[src/rtl/traffic_light_monitor.sv]
// Traffic light monitor: follows the lamp phase sequence and countdown display, latching the first fault seen.
// Optional completed-cycle counter is built only when TRAFFIC_LIGHT_MONITOR_CYCLE_COUNT_EN is defined.
//
// state     | meaning
// ----------+------------------------------------------------------------
// ST_SYNC   | waiting for the first one-hot lamp pattern to pick a phase
// ST_RED    | tracking red countdown
// ST_GREEN  | tracking green countdown
// ST_YELLOW | tracking yellow countdown
// ST_FAULT  | sticky fault; only i_clear or i_reset leave
module traffic_light_monitor #(
    parameter int RED_TICKS      = 10,
    parameter int GREEN_TICKS    = 7,
    parameter int YELLOW_TICKS   = 3,
    parameter int TIMEOUT_MARGIN = 2
) (
    input  logic       i_clk,
    input  logic       i_reset,
    input  logic       i_tick,
    input  logic [2:0] i_led,
    input  logic [6:0] i_value,
    input  logic       i_clear,
    output logic [1:0] o_state,
    output logic       o_fault,
    output logic [2:0] o_fault_code,
    output logic [7:0] o_cycle_count
);

    typedef enum logic [2:0] {
        ST_SYNC,
        ST_RED,
        ST_GREEN,
        ST_YELLOW,
        ST_FAULT
    } state_t;

    localparam logic [6:0] RED_LOAD     = 7'(RED_TICKS);
    localparam logic [6:0] GREEN_LOAD   = 7'(GREEN_TICKS);
    localparam logic [6:0] YELLOW_LOAD  = 7'(YELLOW_TICKS);
    localparam logic [7:0] RED_LIMIT    = 8'(RED_TICKS + TIMEOUT_MARGIN);
    localparam logic [7:0] GREEN_LIMIT  = 8'(GREEN_TICKS + TIMEOUT_MARGIN);
    localparam logic [7:0] YELLOW_LIMIT = 8'(YELLOW_TICKS + TIMEOUT_MARGIN);

    state_t     state_q, state_d;
    logic [2:0] prev_led_q;
    logic [6:0] prev_value_q;
    logic [6:0] tick_cnt_q, tick_cnt_d;
    logic       loaded_q, loaded_d;
    logic [2:0] code_q, code_d;

    logic       led_one_hot;
    state_t     led_state;
    state_t     legal_next;
    logic [6:0] phase_load;
    logic [7:0] phase_limit;
    logic       in_phase;
    logic       phase_change;
    logic       step_ok;
    logic       f_lamp, f_order, f_step, f_timeout, f_early;
    logic       fault_any;
    logic [2:0] fault_code;

    always_comb begin
        led_one_hot = 1'b0;
        led_state   = ST_SYNC;
        case (i_led)
            3'b001: begin led_one_hot = 1'b1; led_state = ST_RED;    end
            3'b010: begin led_one_hot = 1'b1; led_state = ST_YELLOW; end
            3'b100: begin led_one_hot = 1'b1; led_state = ST_GREEN;  end
            default: ;
        endcase
    end

    always_comb begin
        in_phase    = 1'b1;
        legal_next  = ST_SYNC;
        phase_load  = '0;
        phase_limit = '0;
        case (state_q)
            ST_RED: begin
                legal_next  = ST_GREEN;
                phase_load  = RED_LOAD;
                phase_limit = RED_LIMIT;
            end
            ST_GREEN: begin
                legal_next  = ST_YELLOW;
                phase_load  = GREEN_LOAD;
                phase_limit = GREEN_LIMIT;
            end
            ST_YELLOW: begin
                legal_next  = ST_RED;
                phase_load  = YELLOW_LOAD;
                phase_limit = YELLOW_LIMIT;
            end
            default: in_phase = 1'b0;
        endcase
    end

    // A countdown may hold, step down by one, or reload from zero once per phase.
    always_comb begin
        phase_change = led_one_hot && (i_led != prev_led_q);
        step_ok = (i_value == prev_value_q)
               || ((prev_value_q != 7'd0) && (i_value == prev_value_q - 7'd1))
               || ((prev_value_q == 7'd0) && (i_value == phase_load) && !loaded_q);

        f_lamp    = in_phase && !led_one_hot;
        f_order   = in_phase && phase_change && (led_state != legal_next);
        f_step    = in_phase && led_one_hot && !phase_change && !step_ok;
        f_timeout = in_phase && i_tick && ({1'b0, tick_cnt_q} >= phase_limit);
        f_early   = in_phase && phase_change && !f_order && (prev_value_q != 7'd0);

        fault_any  = f_lamp || f_order || f_step || f_timeout || f_early;
        fault_code = 3'd0;
        if (f_lamp)         fault_code = 3'd1;
        else if (f_order)   fault_code = 3'd2;
        else if (f_step)    fault_code = 3'd3;
        else if (f_timeout) fault_code = 3'd4;
        else if (f_early)   fault_code = 3'd5;
    end

    always_comb begin
        state_d    = state_q;
        tick_cnt_d = tick_cnt_q;
        loaded_d   = loaded_q;
        code_d     = code_q;
        case (state_q)
            ST_SYNC: begin
                if (led_one_hot) begin
                    state_d    = led_state;
                    tick_cnt_d = '0;
                    loaded_d   = (i_value != 7'd0);
                end
            end
            ST_FAULT: begin
                if (i_clear) begin
                    state_d = ST_SYNC;
                    code_d  = '0;
                end
            end
            default: begin
                if (fault_any) begin
                    state_d    = ST_FAULT;
                    code_d     = fault_code;
                    tick_cnt_d = '0;
                end else if (phase_change) begin
                    state_d    = led_state;
                    tick_cnt_d = '0;
                    loaded_d   = (i_value != 7'd0);
                end else begin
                    if (i_tick && (tick_cnt_q != 7'h7F))
                        tick_cnt_d = tick_cnt_q + 7'd1;
                    if ((prev_value_q == 7'd0) && (i_value != 7'd0))
                        loaded_d = 1'b1;
                end
            end
        endcase
    end

    always_ff @(posedge i_clk) begin
        if (i_reset) begin
            state_q      <= ST_SYNC;
            prev_led_q   <= '0;
            prev_value_q <= '0;
            tick_cnt_q   <= '0;
            loaded_q     <= 1'b0;
            code_q       <= '0;
        end else begin
            state_q      <= state_d;
            prev_led_q   <= i_led;
            prev_value_q <= i_value;
            tick_cnt_q   <= tick_cnt_d;
            loaded_q     <= loaded_d;
            code_q       <= code_d;
        end
    end

    always_comb begin
        case (state_q)
            ST_RED:    o_state = 2'd1;
            ST_YELLOW: o_state = 2'd2;
            ST_GREEN:  o_state = 2'd3;
            default:   o_state = 2'd0;
        endcase
    end

    assign o_fault      = (state_q == ST_FAULT);
    assign o_fault_code = code_q;

`ifdef TRAFFIC_LIGHT_MONITOR_CYCLE_COUNT_EN
    // run_q: 0 none, 1 red seen, 2 red->green, 3 red->green->yellow since SYNC exit
    logic [1:0] run_q, run_d;
    logic [7:0] cycle_cnt_q, cycle_cnt_d;

    always_comb begin
        run_d       = run_q;
        cycle_cnt_d = cycle_cnt_q;
        case (state_q)
            ST_SYNC: run_d = (led_one_hot && (led_state == ST_RED)) ? 2'd1 : 2'd0;
            ST_FAULT: begin
                run_d = 2'd0;
                if (i_clear)
                    cycle_cnt_d = '0;
            end
            default: begin
                if (!fault_any && phase_change) begin
                    case (led_state)
                        ST_GREEN:  run_d = (run_q == 2'd1) ? 2'd2 : 2'd0;
                        ST_YELLOW: run_d = (run_q == 2'd2) ? 2'd3 : 2'd0;
                        ST_RED: begin
                            if ((run_q == 2'd3) && (cycle_cnt_q != 8'hFF))
                                cycle_cnt_d = cycle_cnt_q + 8'd1;
                            run_d = 2'd1;
                        end
                        default: run_d = 2'd0;
                    endcase
                end
            end
        endcase
    end

    always_ff @(posedge i_clk) begin
        if (i_reset) begin
            run_q       <= 2'd0;
            cycle_cnt_q <= '0;
        end else begin
            run_q       <= run_d;
            cycle_cnt_q <= cycle_cnt_d;
        end
    end

    assign o_cycle_count = cycle_cnt_q;
`else
    assign o_cycle_count = 8'd0;
`endif

endmodule

[config.mk]
export PLATFORM = sky130hd
export DESIGN_NAME = traffic_light_monitor
export DESIGN_NICKNAME = d
export VERILOG_FILES = /design/src/rtl/traffic_light_monitor.sv
export SDC_FILE = /design/constraint.sdc
export NUM_CORES = 1
export LEC_CHECK = 0
export ABC_AREA = 1
export ABC_CLOCK_PERIOD_IN_PS = 6950
export BUFFER_PORTS_ARGS = -buffer_cell sky130_fd_sc_hd__buf_4
export CORE_MARGIN = 3
export CORE_UTILIZATION = 63
export CTS_BUF_LIST = sky130_fd_sc_hd__clkbuf_8
export DETAILED_ROUTE_END_ITERATION = 10
export MAX_ROUTING_LAYER = met4
export PLACE_DENSITY = 0.87
export SYNTH_ARGS = -nofsm -noshare
export SYNTH_HDL_FRONTEND = slang
export SYNTH_SLANG_ARGS = --single-unit
[constraint.sdc]
create_clock -name i_clk -period 6.95 [get_ports i_clk]
set_clock_uncertainty 0.2 [all_clocks]
set_input_delay 0.3475 -clock i_clk [delete_from_list [all_inputs] [get_ports i_clk]]
set_output_delay 0.3475 -clock i_clk [all_outputs]
set_load 0.01 [all_outputs]
After elaboration in Yosys (flattened, before gate mapping)
Index checks and enable logic that the tools add are counted. Widths: inputs -> output; s select.

$add $sub $neg: 2. Order comparisons: 1. Eq/ne operators: 16. Multiplexer cells: 29. Bitwise logic cells: 2. Reduce and logical (&&, ||, !) cells: 41.

Operators with widths (number): $mux 3 (10); $mux 7 (4); $pmux 4 s3 (2); $eq 7x7->1 (3); $pmux 2 s3 (3); $logic_and 1x1->1 (16); $pmux 7 s2 (1); $reduce_bool 7->1 (2); $pmux 3 s2 (2); $eq 3x2->1 const B (3); $reduce_and 3->1 (3); $ge 7x8->1 (1); $reduce_bool 4->1 (2); $add 7x1->7 const B (1); $logic_not 7->1 (1); $ne 7x7->1 const B (1); $sub 7x1->7 const B (1); $eq 3x1->1 const B (2); $eq 3x3->1 const B (2); $logic_or 1x1->1 (6); $mux 1 (6); $ne 3x3->1 (2); $reduce_or 3->1 (2); $logic_not 1->1 (5); 8 further kinds (10).

Flip-flop bits (word level): 24. Bits of input ports: 14. Output and inout port bits: 14. Word-level logic and storage cells: 97.

Depth between registers and ports, before layout
Word-level depth: 16. Mapped depth: 17. Gate-level depth less buffers: 17.

Worst setup path after synthesis
Ideal clock, no wire load.

Path type: flip-flop to flip-flop. Start point: register state_q[2]. End point: register tick_cnt_q[0]. Arrival: 2.114 ns. Data required time: 6.635 ns. Setup slack: 4.521 ns. Stages on the path, launching flop included: 16. Cell sequence: dfxtp_1 -> inv_2 -> nand3_2 -> nand2_2 -> inv_2 -> ha_1 -> a21oi_1 -> nand4_1 -> nor2b_1 -> nor2_2 -> nand2_1 -> nor2_4 -> nand3_2 -> buf_4 -> a21oi_1 -> nor2_1.

Longest elaborated chain between the ends: 13. Elaborated cells on any way between the ends: 38. Those cells by class: order compare: 1; eq/ne: 7; mux: 6; bitwise: 1; reduce/logical: 23.

RTL lines: from (decl) (RTL line 44) `state_t state_q, state_d;`; from (signal assigned) (RTL line 168) `state_q <= state_d;`; parallel branches: the longest is 13 deep, another holds $ge 7x8->1; to (signal assigned) (RTL line 171) `tick_cnt_q <= tick_cnt_d;`; to (decl) (RTL line 47) `logic [6:0] tick_cnt_q, tick_cnt_d;`.

Several ways; the timed one is not identified. A chain may end at the register's enable or synchronous reset.

Worst setup path after layout
Start point: register state_q[1]. End point: register tick_cnt_q[3].

The elaborated chain is that of the path after synthesis.

==> flow_summary.json <==
{
  "rsz0062_at_grt": "false",
  "clkLatencyLatePin_ps": 270,
  "drcViolationCount": 0,
  "critical_path_class": "flop to flop",
  "die_area_mm2": 0.00363,
  "worst-path-max-fanout": 12,
  "die_w_um": 60.2,
  "clkSlewWorstSetupHoldPaths_ps": 90,
  "mappedNetlistArea_mm2": 0.00185,
  "leakagePower_uw": 0.00106,
  "syn_inst": 310,
  "place_ws_ps": 4130,
  "hpwlAfterDp_um": 3230,
  "die-height_um": 60.2,
  "maxSlewViolCount": 0,
  "n_antenna_cell": 0,
  "syn_avg_cell_area_um2": 5.97,
  "io_pins": 28,
  "grt_overflow": 0,
  "highest_layer": "met4",
  "core_area_mm2": 0.00278,
  "cts_max_level": 1,
  "grt_pass1_vias": 1715,
  "dr.pass1.iters": 4,
  "power_density_mw_per_mm2": 332,
  "synth_cell_types": 28,
  "cts_tree": "done",
  "finalWirelength_um": 4360,
  "multi_input_area_mm2": 0.00117,
  "drive_above_1_share_pct": 12.8,
  "cts_setup_buffers": 0,
  "drv_cap": 0,
  "hold_path_class": "input pin to flop",
  "grt_antenna_before_repair": 0,
  "clock-sinks": 24,
  "final_nets": 348,
  "wl_per_cell_um": 12.1,
  "yosys_warnings": 0,
  "vias": 1935,
  "cts.repair.resized": 0,
  "area_growth_pct": 10.4,
  "synth-seq-cells": 24,
  "endpoint_kind": "flop",
  "start_util_pct": 66.6,
  "synth-seq-area-share_pct": 25.9,
  "drt-initial-drc-count": 139,
  "tns_ps": 0,
  "critPathArrivalTime_ps": 2960,
  "fin_crit_sh_pct": 42.9,
  "grt_max_degree": 16,
  "wl_met1_um": 1950,
  "status": "finished clean",
  "fin_crit_ps": 2980,
  "routabilityCongestion": 0.938,
  "fmax_ghz": 0.335,
  "numCtsBuffers": 3,
  "placement_rows": 19,
  "nFillCells": 253,
  "track_usage_pct": 26.4,
  "wl_met2_um": 2110,
  "fin_util_pct": 73.5,
  "cp-start-kind": "flop",
  "irDropWorstVdd_mv": 0.281,
  "vias_per_cell": 5.39,
  "wl_met3_um": 261,
  "hold_violations": 0,
  "grt_pass1_wl_um": 7120,
  "worstPathRequired_ps": 6930,
  "port_buffers": 19,
  "postRouteAntennaNets": 0,
  "hold_buffers": 0,
  "worst_slack_ps": 3970,
  "root_buffer": "clkbuf_8",
  "finalSetupViolCount": 0,
  "seqCellArea_um2": 480,
  "timing.hold.ws_ps": 120,
  "cts_buffer_depth": 2
}
==> state kept, by name (all words and copies together) (netlist names) <==
| signal | cells |
|---|---|
| loaded_q | 1 |
| o_fault_code | 3 |
| prev_led_q | 3 |
| prev_value_q | 7 |
| state_q | 3 |
| tick_cnt_q | 7 |
==> synth_stat cells <==
master / n / area share, %
nand2_1: 93 / 19
nor2_1: 51 / 10
inv_1: 32 / 6.5
nand3_1: 30 / 8.1
dfxtp_1: 24 / 26
a21oi_1: 13 / 3.5
buf_4: 9 / 3.6
nand4_1: 9 / 3.0
nand3_2: 7 / 3.8
nor3_1: 7 / 1.9
xor2_1: 6 / 2.8
ha_1: 5 / 3.4
inv_2: 4 / 0.81
nor2_2: 3 / 1.0
xnor2_1: 3 / 1.4
nand2_2: 2 / 0.68
a21oi_2: 1 / 0.47
buf_1: 1 / 0.20
buf_6: 1 / 0.61
clkbuf_1: 1 / 0.20
clkinv_1: 1 / 0.20
conb_1: 1 / 0.20
nand3b_1: 1 / 0.41
nor2_4: 1 / 0.61
nor2b_1: 1 / 0.34
o21ai_0: 1 / 0.27
o31ai_1: 1 / 0.41
or2_2: 1 / 0.34
==> worst paths after layout <==
path	slack, ps	from	depth (start not counted)	endpoint
min	120	i_value[5]	3	prev_value_q[5]
max	3970	state_q[1]	15	tick_cnt_q[3]
min reg2reg	270	o_fault_code[0]	2	o_fault_code[0]
max reg2reg	3970	state_q[1]	15	tick_cnt_q[3]
==> cell families after synthesis <==
family,count (synthesis),synth area share [%]
fa+ha+maj,5,3.38
flops,24,25.9
simple gates,206,49.4
other cells,1,0.203
compound gates,16,4.66
buf+inv,49,12.2
xor+xnor,9,4.26
==> where the power goes <==
part	leakage, uW	switching (uW)	total [uW]	internal (uW)
registers	0.000199	29.4	196	167
logic	0.000828	226	357	131
clock network	0.0000357	49.0	126	77.1
total	0.00106	304	680	375
==> stage by stage <==
stage / cell area, um^2 / instances / total power (uW)
floorplan: 1880 / 317 / 476
global placement: 1970 / 355 / 538
detailed placement: 1970 / 355 / 545
CTS: 2040 / 359 / 677
global route: 2040 / 359 / 737
finish: 2040 / 359 / 680
==> layout make-up <==
class,count,area share (%)
Multi-Input combinational cell,244,57.3
Sequential cell,24,23.5
Timing Repair Buffer,19,6.98
Inverter,37,6.79
Clock buffer,3,2.02
Tap cell,31,1.90
Clock inverter,1,1.47
==> metal layers <==
layer	vias up	global-route usage, %
li1	998	-
met1	876	32.3
met2	56	44.0
met3	5	4.54
met4	0	8.23
met5	-	-
==> cells in the final DEF (no fill, tap or decap) <==
master,count
nand2_1,93
nor2_1,51
inv_1,32
nand3_1,30
dfxtp_1,24
buf_4,19
a21oi_1,13
nand4_1,9
conb_1,8
nand3_2,7
nor3_1,7
xor2_1,6
ha_1,5
inv_2,4
nor2_2,3
xnor2_1,3
clkbuf_8,3
nand2_2,2
nor2b_1,1
nand3b_1,1
o21ai_0,1
nor2_4,1
or2_2,1
o31ai_1,1
a21oi_2,1
clkinv_1,1
bufinv_16,1
==> worst max-delay path, stage by stage (launching register included) <==
cell and delay (ps):
dfxtp_1 460, nor2_1 110, nor2_2 200, nand2_1 110, ha_1 300, nand4_1 110, nand4_1 130, nor2b_1 200
nor2_2 130, nand2_1 90, nor2_4 260, nand3_2 250, nand2_1 190, nand2_1 70, nand2_1 50, nor2_1 40
Note: power is estimated with default switching activity, not from simulation.
